--- config.mk ---
export PLATFORM = sky130hd
export DESIGN_NAME = gate_tt_sequencer_flat
export DESIGN_NICKNAME = d
export VERILOG_FILES = /design/src/rtl/gate_tt_sequencer_pkg.sv /design/src/rtl/gate_tt_sequencer_if.sv /design/src/rtl/gate_tt_sequencer_settle_timer.sv /design/src/rtl/gate_tt_sequencer.sv /design/src/flat_wrapper.sv
export SDC_FILE = /design/constraint.sdc
export NUM_CORES = 1
export LEC_CHECK = 0
export CORE_ASPECT_RATIO = 0.7
export CORE_MARGIN = 10
export CORE_UTILIZATION = 50
export CTS_CLUSTER_DIAMETER = 40
export DETAILED_ROUTE_END_ITERATION = 6
export GPL_ROUTABILITY_DRIVEN = 0
export PLACE_DENSITY = 0.8
export SYNTH_ARGS = -nofsm -noshare
export SYNTH_HDL_FRONTEND = slang
export SYNTH_HIERARCHICAL = 1
export SYNTH_SLANG_ARGS = --single-unit
--- constraint.sdc ---
create_clock -name clk -period 1.71 [get_ports clk]
set_input_delay 0.513 -clock clk [delete_from_list [all_inputs] [get_ports clk]]
set_output_delay 0.513 -clock clk [all_outputs]
set_load 0.01 [all_outputs]
--- src/rtl/gate_tt_sequencer_pkg.sv ---
// Shared definitions for the gate truth-table sequencer: gate indices, golden
// tables, FSM state encoding and the settle-counter width rule.
package gate_tt_pkg;

    localparam int N_GATES = 7;
    localparam int TT_W    = 4 * N_GATES;

    localparam int G_AND  = 0;
    localparam int G_OR   = 1;
    localparam int G_NAND = 2;
    localparam int G_NOR  = 3;
    localparam int G_XOR  = 4;
    localparam int G_XNOR = 5;
    localparam int G_NOTA = 6;

    // Bit i of each nibble is the gate output for {a,b} == i.
    localparam logic [3:0] GOLD_AND  = 4'b1000;
    localparam logic [3:0] GOLD_OR   = 4'b1110;
    localparam logic [3:0] GOLD_NAND = 4'b0111;
    localparam logic [3:0] GOLD_NOR  = 4'b0001;
    localparam logic [3:0] GOLD_XOR  = 4'b0110;
    localparam logic [3:0] GOLD_XNOR = 4'b1001;
    localparam logic [3:0] GOLD_NOTA = 4'b0011;

    localparam logic [TT_W-1:0] GOLDEN_TT = {GOLD_NOTA, GOLD_XNOR, GOLD_XOR, GOLD_NOR,
                                             GOLD_NAND, GOLD_OR, GOLD_AND};

    typedef enum logic [1:0] {
        ST_IDLE   = 2'd0,
        ST_SETTLE = 2'd1,
        ST_SAMPLE = 2'd2,
        ST_FINISH = 2'd3
    } tt_state_e;

    function automatic int cnt_width(input int settle);
        return (settle < 1) ? 1 : $clog2(settle + 1);
    endfunction

endpackage

--- src/rtl/gate_tt_sequencer_if.sv ---
// Signal bundle between the sequencer, the start source and the gate datapath.
interface gate_tt_sequencer_if;
    import gate_tt_pkg::*;

    // start is a level honoured only while idle; busy spans accept..done;
    // done is a single-cycle pulse marking tt_out/fail_mask/pass as valid.
    logic               start;
    logic [N_GATES-1:0] y_in;
    logic               drv_a;
    logic               drv_b;
    logic               busy;
    logic               done;
    logic [TT_W-1:0]    tt_out;
    logic [N_GATES-1:0] fail_mask;
    logic               pass;
    tt_state_e          state;

    modport master (
        input  start, y_in,
        output drv_a, drv_b, busy, done, tt_out, fail_mask, pass, state
    );

    modport slave (
        output start, y_in,
        input  drv_a, drv_b, busy, done, tt_out, fail_mask, pass, state
    );

endinterface

--- src/rtl/gate_tt_sequencer_settle_timer.sv ---
// Loadable down-counter that paces the settle delay after each operand vector.
module settle_timer #(
    parameter int           W        = 2,
    parameter logic [W-1:0] LOAD_VAL = '0
) (
    input  logic clk,
    input  logic rst_n,
    input  logic load_i,
    input  logic dec_i,
    output logic zero_o
);

    logic [W-1:0] cnt_q, cnt_d;

    always_comb begin
        cnt_d = cnt_q;
        if (load_i) begin
            cnt_d = LOAD_VAL;
        end else if (dec_i && (cnt_q != '0)) begin
            cnt_d = cnt_q - 1'b1;
        end
    end

    always_ff @(posedge clk or negedge rst_n) begin
        if (!rst_n) begin
            cnt_q <= '0;
        end else begin
            cnt_q <= cnt_d;
        end
    end

    assign zero_o = (cnt_q == '0);

endmodule

--- src/rtl/gate_tt_sequencer.sv ---
// Walks the gate datapath through all four operand vectors, captures a 28-bit
// truth table and grades each gate against its golden table.
module gate_tt_sequencer
    import gate_tt_pkg::*;
#(
    parameter int SETTLE_CYCLES = 2
) (
    input logic                  clk,
    input logic                  rst_n,
    gate_tt_sequencer_if.master  bus
);

    localparam int           CW          = cnt_width(SETTLE_CYCLES);
    localparam logic [CW-1:0] SETTLE_LOAD = CW'(SETTLE_CYCLES);

    tt_state_e          state_q, state_d;
    logic [1:0]         idx_q, idx_d;
    logic               drv_a_q, drv_a_d;
    logic               drv_b_q, drv_b_d;
    logic               busy_q, busy_d;
    logic               done_q, done_d;
    logic               pass_q, pass_d;
    logic [TT_W-1:0]    tt_q, tt_d;
    logic [N_GATES-1:0] fail_q, fail_d;
    logic               tmr_load;
    logic               tmr_dec;
    logic               tmr_zero;

    settle_timer #(
        .W        (CW),
        .LOAD_VAL (SETTLE_LOAD)
    ) u_settle_timer (
        .clk    (clk),
        .rst_n  (rst_n),
        .load_i (tmr_load),
        .dec_i  (tmr_dec),
        .zero_o (tmr_zero)
    );

    always_comb begin
        state_d  = state_q;
        idx_d    = idx_q;
        drv_a_d  = drv_a_q;
        drv_b_d  = drv_b_q;
        busy_d   = busy_q;
        done_d   = 1'b0;
        pass_d   = pass_q;
        tt_d     = tt_q;
        fail_d   = fail_q;
        tmr_load = 1'b0;
        tmr_dec  = 1'b0;

        case (state_q)
            ST_IDLE: begin
                if (bus.start) begin
                    idx_d    = 2'd0;
                    drv_a_d  = 1'b0;
                    drv_b_d  = 1'b0;
                    busy_d   = 1'b1;
                    tt_d     = '0;
                    fail_d   = '0;
                    pass_d   = 1'b0;
                    tmr_load = 1'b1;
                    state_d  = ST_SETTLE;
                end
            end

            ST_SETTLE: begin
                if (tmr_zero) begin
                    state_d = ST_SAMPLE;
                end else begin
                    tmr_dec = 1'b1;
                end
            end

            ST_SAMPLE: begin
                // idx is the {a,b} vector currently on the pins, so it picks the bit within each nibble.
                for (int g = 0; g < N_GATES; g++) begin
                    tt_d[{g[2:0], idx_q}] = bus.y_in[g];
                end
                if (idx_q == 2'd3) begin
                    state_d = ST_FINISH;
                end else begin
                    idx_d              = idx_q + 2'd1;
                    {drv_a_d, drv_b_d} = idx_q + 2'd1;
                    tmr_load           = 1'b1;
                    state_d            = ST_SETTLE;
                end
            end

            ST_FINISH: begin
                for (int g = 0; g < N_GATES; g++) begin
                    fail_d[g] = |(tt_q[{g[2:0], 2'b00} +: 4] ^ GOLDEN_TT[{g[2:0], 2'b00} +: 4]);
                end
                pass_d  = ~|fail_d;
                done_d  = 1'b1;
                busy_d  = 1'b0;
                state_d = ST_IDLE;
            end

            default: begin
                state_d = ST_IDLE;
            end
        endcase
    end

    always_ff @(posedge clk or negedge rst_n) begin
        if (!rst_n) begin
            state_q <= ST_IDLE;
            idx_q   <= 2'd0;
            drv_a_q <= 1'b0;
            drv_b_q <= 1'b0;
            busy_q  <= 1'b0;
            done_q  <= 1'b0;
            pass_q  <= 1'b0;
            tt_q    <= '0;
            fail_q  <= '0;
        end else begin
            state_q <= state_d;
            idx_q   <= idx_d;
            drv_a_q <= drv_a_d;
            drv_b_q <= drv_b_d;
            busy_q  <= busy_d;
            done_q  <= done_d;
            pass_q  <= pass_d;
            tt_q    <= tt_d;
            fail_q  <= fail_d;
        end
    end

    assign bus.drv_a     = drv_a_q;
    assign bus.drv_b     = drv_b_q;
    assign bus.busy      = busy_q;
    assign bus.done      = done_q;
    assign bus.tt_out    = tt_q;
    assign bus.fail_mask = fail_q;
    assign bus.pass      = pass_q;
    assign bus.state     = state_q;

endmodule

--- src/flat_wrapper.sv ---
// flat-port wrapper written by rule: the top's interface ports become plain ports
module gate_tt_sequencer_flat import gate_tt_pkg::*;
#(
    parameter int SETTLE_CYCLES = 2
)
  (clk, rst_n, bus_start, bus_y_in, bus_drv_a, bus_drv_b, bus_busy, bus_done, bus_tt_out, bus_fail_mask, bus_pass, bus_state);
  gate_tt_sequencer_if bus_i ();
  input logic clk;
  input logic rst_n;
  input wire logic [$bits(bus_i.start)-1:0] bus_start;
  input wire logic [$bits(bus_i.y_in)-1:0] bus_y_in;
  output wire logic [$bits(bus_i.drv_a)-1:0] bus_drv_a;
  output wire logic [$bits(bus_i.drv_b)-1:0] bus_drv_b;
  output wire logic [$bits(bus_i.busy)-1:0] bus_busy;
  output wire logic [$bits(bus_i.done)-1:0] bus_done;
  output wire logic [$bits(bus_i.tt_out)-1:0] bus_tt_out;
  output wire logic [$bits(bus_i.fail_mask)-1:0] bus_fail_mask;
  output wire logic [$bits(bus_i.pass)-1:0] bus_pass;
  output wire logic [$bits(bus_i.state)-1:0] bus_state;
  assign bus_i.start = bus_start;
  assign bus_i.y_in = bus_y_in;
  assign bus_drv_a = bus_i.drv_a;
  assign bus_drv_b = bus_i.drv_b;
  assign bus_busy = bus_i.busy;
  assign bus_done = bus_i.done;
  assign bus_tt_out = bus_i.tt_out;
  assign bus_fail_mask = bus_i.fail_mask;
  assign bus_pass = bus_i.pass;
  assign bus_state = bus_i.state;
  gate_tt_sequencer #(.SETTLE_CYCLES(SETTLE_CYCLES)) u_core (.clk(clk), .rst_n(rst_n), .bus(bus_i));
endmodule
# Word-level counts from Yosys, hierarchy flattened
# Cells that the tools add are included.
# totals
regBits	46
in_bits	10
output_inout_bits	42
wordCells	115
# op_classes
n_addsub	2
order_cmp	14
eq_ne	7
muxes	48
bitwise_logic	7
n_reduce_logical	27
# ops
operator	count
$bwmux W28	7
$pmux W28 S2	1
$mux W28	1
$reduce_or A28 Y1	1
$reduce_or A4 Y1	7
$lt A5 B6 Y1 const B	3
$mux W1	16
$ge A5 B1 Y1 const B	3
$demux W1 S2	7
$mux W2	7
$pmux W7 S2	1
$lt A4 B6 Y1 const B	2
$pmux W1 S2	5
$ge A4 B1 Y1 const B	2
$logic_and A1 B1 Y1	8
$pmux W2 S4	1
$reduce_bool A2 Y1	4
$mux W7	1
$eq A2 B2 Y1 const B	3
$lt A2 B6 Y1 const B	1
$lt A3 B6 Y1 const B	1
$not A2 Y2	3
$not A3 Y3	2
$reduce_and A2 Y1	3
other kinds (12)	15

# Longest topological paths before layout
# depth
depth_word	12
mapped_depth	5
depth_no_buf	5

# Cells and area by module
# The synthesis kept the hierarchy.
# by_module_without_submodules
mod	instances	cells_each	area_per_inst_um2	seq_area_each_um2
gate_tt_sequencer	1	180	2123.3	1051.0
settle_timer	1	12	128.9	50.0

# Least setup slack after synthesis
# No wires, ideal clock.
# synth_timing
path_kind	reg-to-reg
startpoint	register u_core.idx_q[0]
endpoint	register u_core.tt_q[11] (netlist: u_core/bus.tt_out[11])
setup_ns	0.121
arrival_time_ns	1.499
required_time_ns	1.589
setup_slack_ns	0.090
path_stages_with_launch	5
n_path_buf	1
period_less_slack_ns	1.620
path_cell_list	dfrtp_1 ha_1 clkbuf_1 mux2_2 a22o_1
# synth_between
elab_chain_cells	10
word_cells_on_any_way	11
cone_classes	2 x order compare; 8 x mux; 1 x reduce/logical
# synth_rtl
element	line	rtl
start: declaration	gate_tt_sequencer.sv:17	logic [1:0] idx_q, idx_d;
start signal: assignment	gate_tt_sequencer.sv:120	idx_q <= idx_d;
$lt A4 B6 Y1 (not written as such) / $ge A4 B1 Y1 (equally long branches)	gate_tt_sequencer.sv:79	tt_d[{g[2:0], idx_q}] = bus.y_in[g];
$logic_and A1 B1 Y1 (not written as such)	gate_tt_sequencer.sv:79	
$mux W1 (not written as such)	gate_tt_sequencer.sv:79	
$demux W1 S2 (*)	n/a	
$bwmux W28 (*) (5 in series)	gate_tt_sequencer.sv:79	
$pmux W28 S2 (*)	gate_tt_sequencer.sv:53	case (state_q)
end signal: assignment	gate_tt_sequencer.sv:126	tt_q <= tt_d;
end: declaration	gate_tt_sequencer.sv:23	logic [TT_W-1:0] tt_q, tt_d;
# Mark *: on every way between the ends. The rest lies on a longest branch, timed or not.
# A chain may end at the register's enable or synchronous reset.

# Final worst setup path
# layout_timing
startpoint	register u_core.done_q (netlist: u_core/bus.done)
endpoint	output port bus_done
# layout_rtl
element	line	rtl
start: declaration	gate_tt_sequencer.sv:21	logic done_q, done_d;
start signal: assignment	gate_tt_sequencer.sv:124	done_q <= done_d;
end: declaration	flat_wrapper.sv:15	output wire logic [$bits(bus_i.done)-1:0] bus_done;
# No word-level cell between the ends.

==> results.py <==
metrics = {
    "setup_path": {
        "critPathLaunchType": "flop",
        "cp.required_ns": 1.20,
        "crit_buf_inv": 1,
        "path_delay_family": "buffers and inverters",
        "r2r-end": "u_core/bus.tt_out[12]",
        "r2r_start": "u_core/idx_q[1]",
        "slowest_stage": "clkdlybuf4s50_1",
        "crit_type": "flop to primary output",
        "worstPathCellList": "clkdlybuf4s50_1",
        "cp.arrival_ns": 1.15,
        "crit_path_max_fanout": 1,
        "ff2ff_path_depth": 6,
        "cp_slowest_stage_delay_ns": 0.52,
        "startpoint": "u_core/bus.done",
        "critPathCaptureType": "primary output",
        "r2r_slack_ns": 0.09,
    },
    "grt": {
        "grt_max_degree": 32,
        "grt_remaining_overflow": 0,
        "grt_first_pass_wirelength_um": 9397,
        "antenna_found_initial": 0,
        "grt.total_usage_pct": 14.98,
        "grt_pass1_vias": 1792,
    },
    "yosys": {
        "synth-edff-count": 0,
        "dominantRegCellSynth": "dfrtp_1",
        "synth_commonest_cells": "dfrtp_1 (44), a22o_1 (28), mux2_2 (28)",
        "synth.largest_area_cell": "dfrtp_1",
        "async_flop_share_pct": 100.0,
        "synth_area_leaders": "dfrtp_1 (49%), mux2_2 (14%), a22o_1 (11%)",
        "post-synth-top-area-fraction_pct": 48.89,
        "synth_area_per_cell_um2": 11.73,
        "yosys.cell_count.top_type": "dfrtp_1",
        "synth_area_um2": 2252,
        "synth_seq_cells": 44,
        "yosysSeqAreaShare_pct": 48.89,
        "yosys_warnings": 6,
        "synth_nets": 207,
        "synth_cells": 192,
        "synth_cell_types": 32,
    },
    "min_path": {
        "min_path_type": "primary input to asynchronous set/reset pin",
    },
    "pwr": {
        "peakVddDrop_mv": 0.8123,
        "totalPowerFinal_mw": 4.741,
        "p_leak_nw": 1.603,
        "powerDensity_nw_per_um2": 1566,
    },
    "clock_network": {
        "root_buffer": "clkbuf_8",
        "clk_latency_ns": 0.30,
        "clock-sinks": 44,
        "cts_tree": "done",
        "holdBufCountCts": 0,
        "htreeDepth": 2,
        "cts_buffers": 5,
        "cts_max_path_buffers": 2,
        "cts.clk_slew.worst_paths_ns": 0.09,
    },
    "timing": {
        "finalHoldViolCount": 0,
        "max_freq_ghz": 0.6011,
        "whs_ns": 0.1549,
        "clock_skew_ns": 0.006526,
        "slew_headroom_pct": 66.67,
        "fin_crit_sh_pct": 97.29,
        "worstMarginPinSlew_ns": 0.4953,
        "period_minus_slack_ns": 1.664,
        "rsz0062_at_grt": "false",
        "final_max_slew_viol_count": 0,
        "setup_viol": 0,
    },
    "route": {
        "dr.pass1.iters": 4,
        "vias": 1770,
        "ant_nets": 0,
        "viasPerCell": 5.673,
        "wl_per_cell_um": 18.95,
        "first_iter_violations": 150,
        "drcViolationCount": 0,
        "finalWirelength_um": 5912,
    },
    "final_layout": {
        "diodes": 0,
        "area_growth_pct": 34.44,
        "final_nets": 271,
        "postLayoutCoreUtil_pct": 69.54,
        "fillCellCount": 375,
        "drive_gt1_share_pct": 25.29,
    },
    "floorplan": {
        "start_util_pct": 51.72,
        "rows": 20,
        "die-height_um": 76.15,
        "die_w_um": 100.2,
        "die_area_um2": 7631,
        "pin_count": 52,
        "core_um2": 4354,
    },
    "placed_design": {
        "portBuffers": 51,
        "dpl.hpwl_um": 4161,
    },
    "job": {
        "drv_cap": 0,
    },
    "run_status": {
        "status": "completed",
    },
}
[registers in the layout, summed over array words and instances, names as in the netlist]
name	flops
u_core/bus.done	1
u_core/bus.busy	1
u_core/bus.state	2
u_core/u_settle_timer/cnt_q	2
u_core/bus.tt_out	28
u_core/bus.pass	1
u_core/idx_q	2
u_core/bus.fail_mask	7
[per-stage QoR]
stage / cell area (µm²) / setup TNS (ns) / setup slack [ns] / std cells
floorplan: 2252 / 0 / 0.08963 / 192
global placement: 2915 / -0.06184 / -0.05744 / 299
detailed placement: 2915 / -0.1575 / -0.09816 / 299
CTS: 3025 / 0 / 0.0007884 / 312
global route: 3028 / 0 / 0.005454 / 312
finish: 3028 / 0 / 0.04642 / 312
[final cells by class]
type	count	area (µm²)	share of cell area, %
clock inverters	2	38.79	1.281
flip-flops and latches	44	1102	36.41
inverters	7	26.28	0.8678
well taps	55	68.82	2.273
clock buffers	6	82.58	2.727
repair buffers	72	653.1	21.57
multi-input cells	126	1056	34.88
[cells in the final DEF, fill, tap and decap left out, types with 3 or more instances in the layout]
cell type,n
dfrtp_1,43
clkbuf_8,6
ha_1,5
clkdlybuf4s50_1,9
inv_1,7
o21ai_0,4
buf_4,18
o22ai_1,6
a22o_1,28
dlygate4sd2_1,40
buf_12,3
nor2_1,11
nor2b_1,9
nand4bb_1,3
mux2_2,28
a21oi_1,8
nand2b_1,4
[report_power, final]
part	internal, mW	switching, mW	leakage (nW)
clock	0.478	0.363	0.0614
combinational	1.16	1.15	0.947
sequential	1.33	0.254	0.594
total	2.97	1.77	1.60
[kinds of logic after synthesis]
kind of cell / synth area share (%)
and+or+nand+nor: 11.33
muxes: 15.11
adders and majority gates: 2.778
DFF: 48.89
buffers and inverters: 4.389
AOI/OAI and AO/OA: 17.50
[worst max path at each step]
stage / cells past startpoint / slack (ns) / endpoint
final: 1 / 0.05 / bus_done
after global routing: 1 / 0.005 / bus_done
after CTS: 1 / 0.0008 / bus_tt_out[15]
after detailed placement: 5 / -0.1 / u_core/u_settle_timer/cnt_q[0]
after global placement: 5 / -0.06 / u_core/u_settle_timer/cnt_q[0]
after floorplan: 4 / 0.09 / u_core/bus.tt_out[11]
[routing by layer]
layer	routed length (µm)	track usage, %
met1	2694	20.09
met3	389	5.888
met4	31	3.380
met5	0	0
met2	2796	22.05
[what timing repair did]
item / CTS / global route
resized for setup: 41 / 1
endpoints found under the setup margin: 41 / 1
setup buffers: 5 / 0
Power figures use the tool's default switching activity.
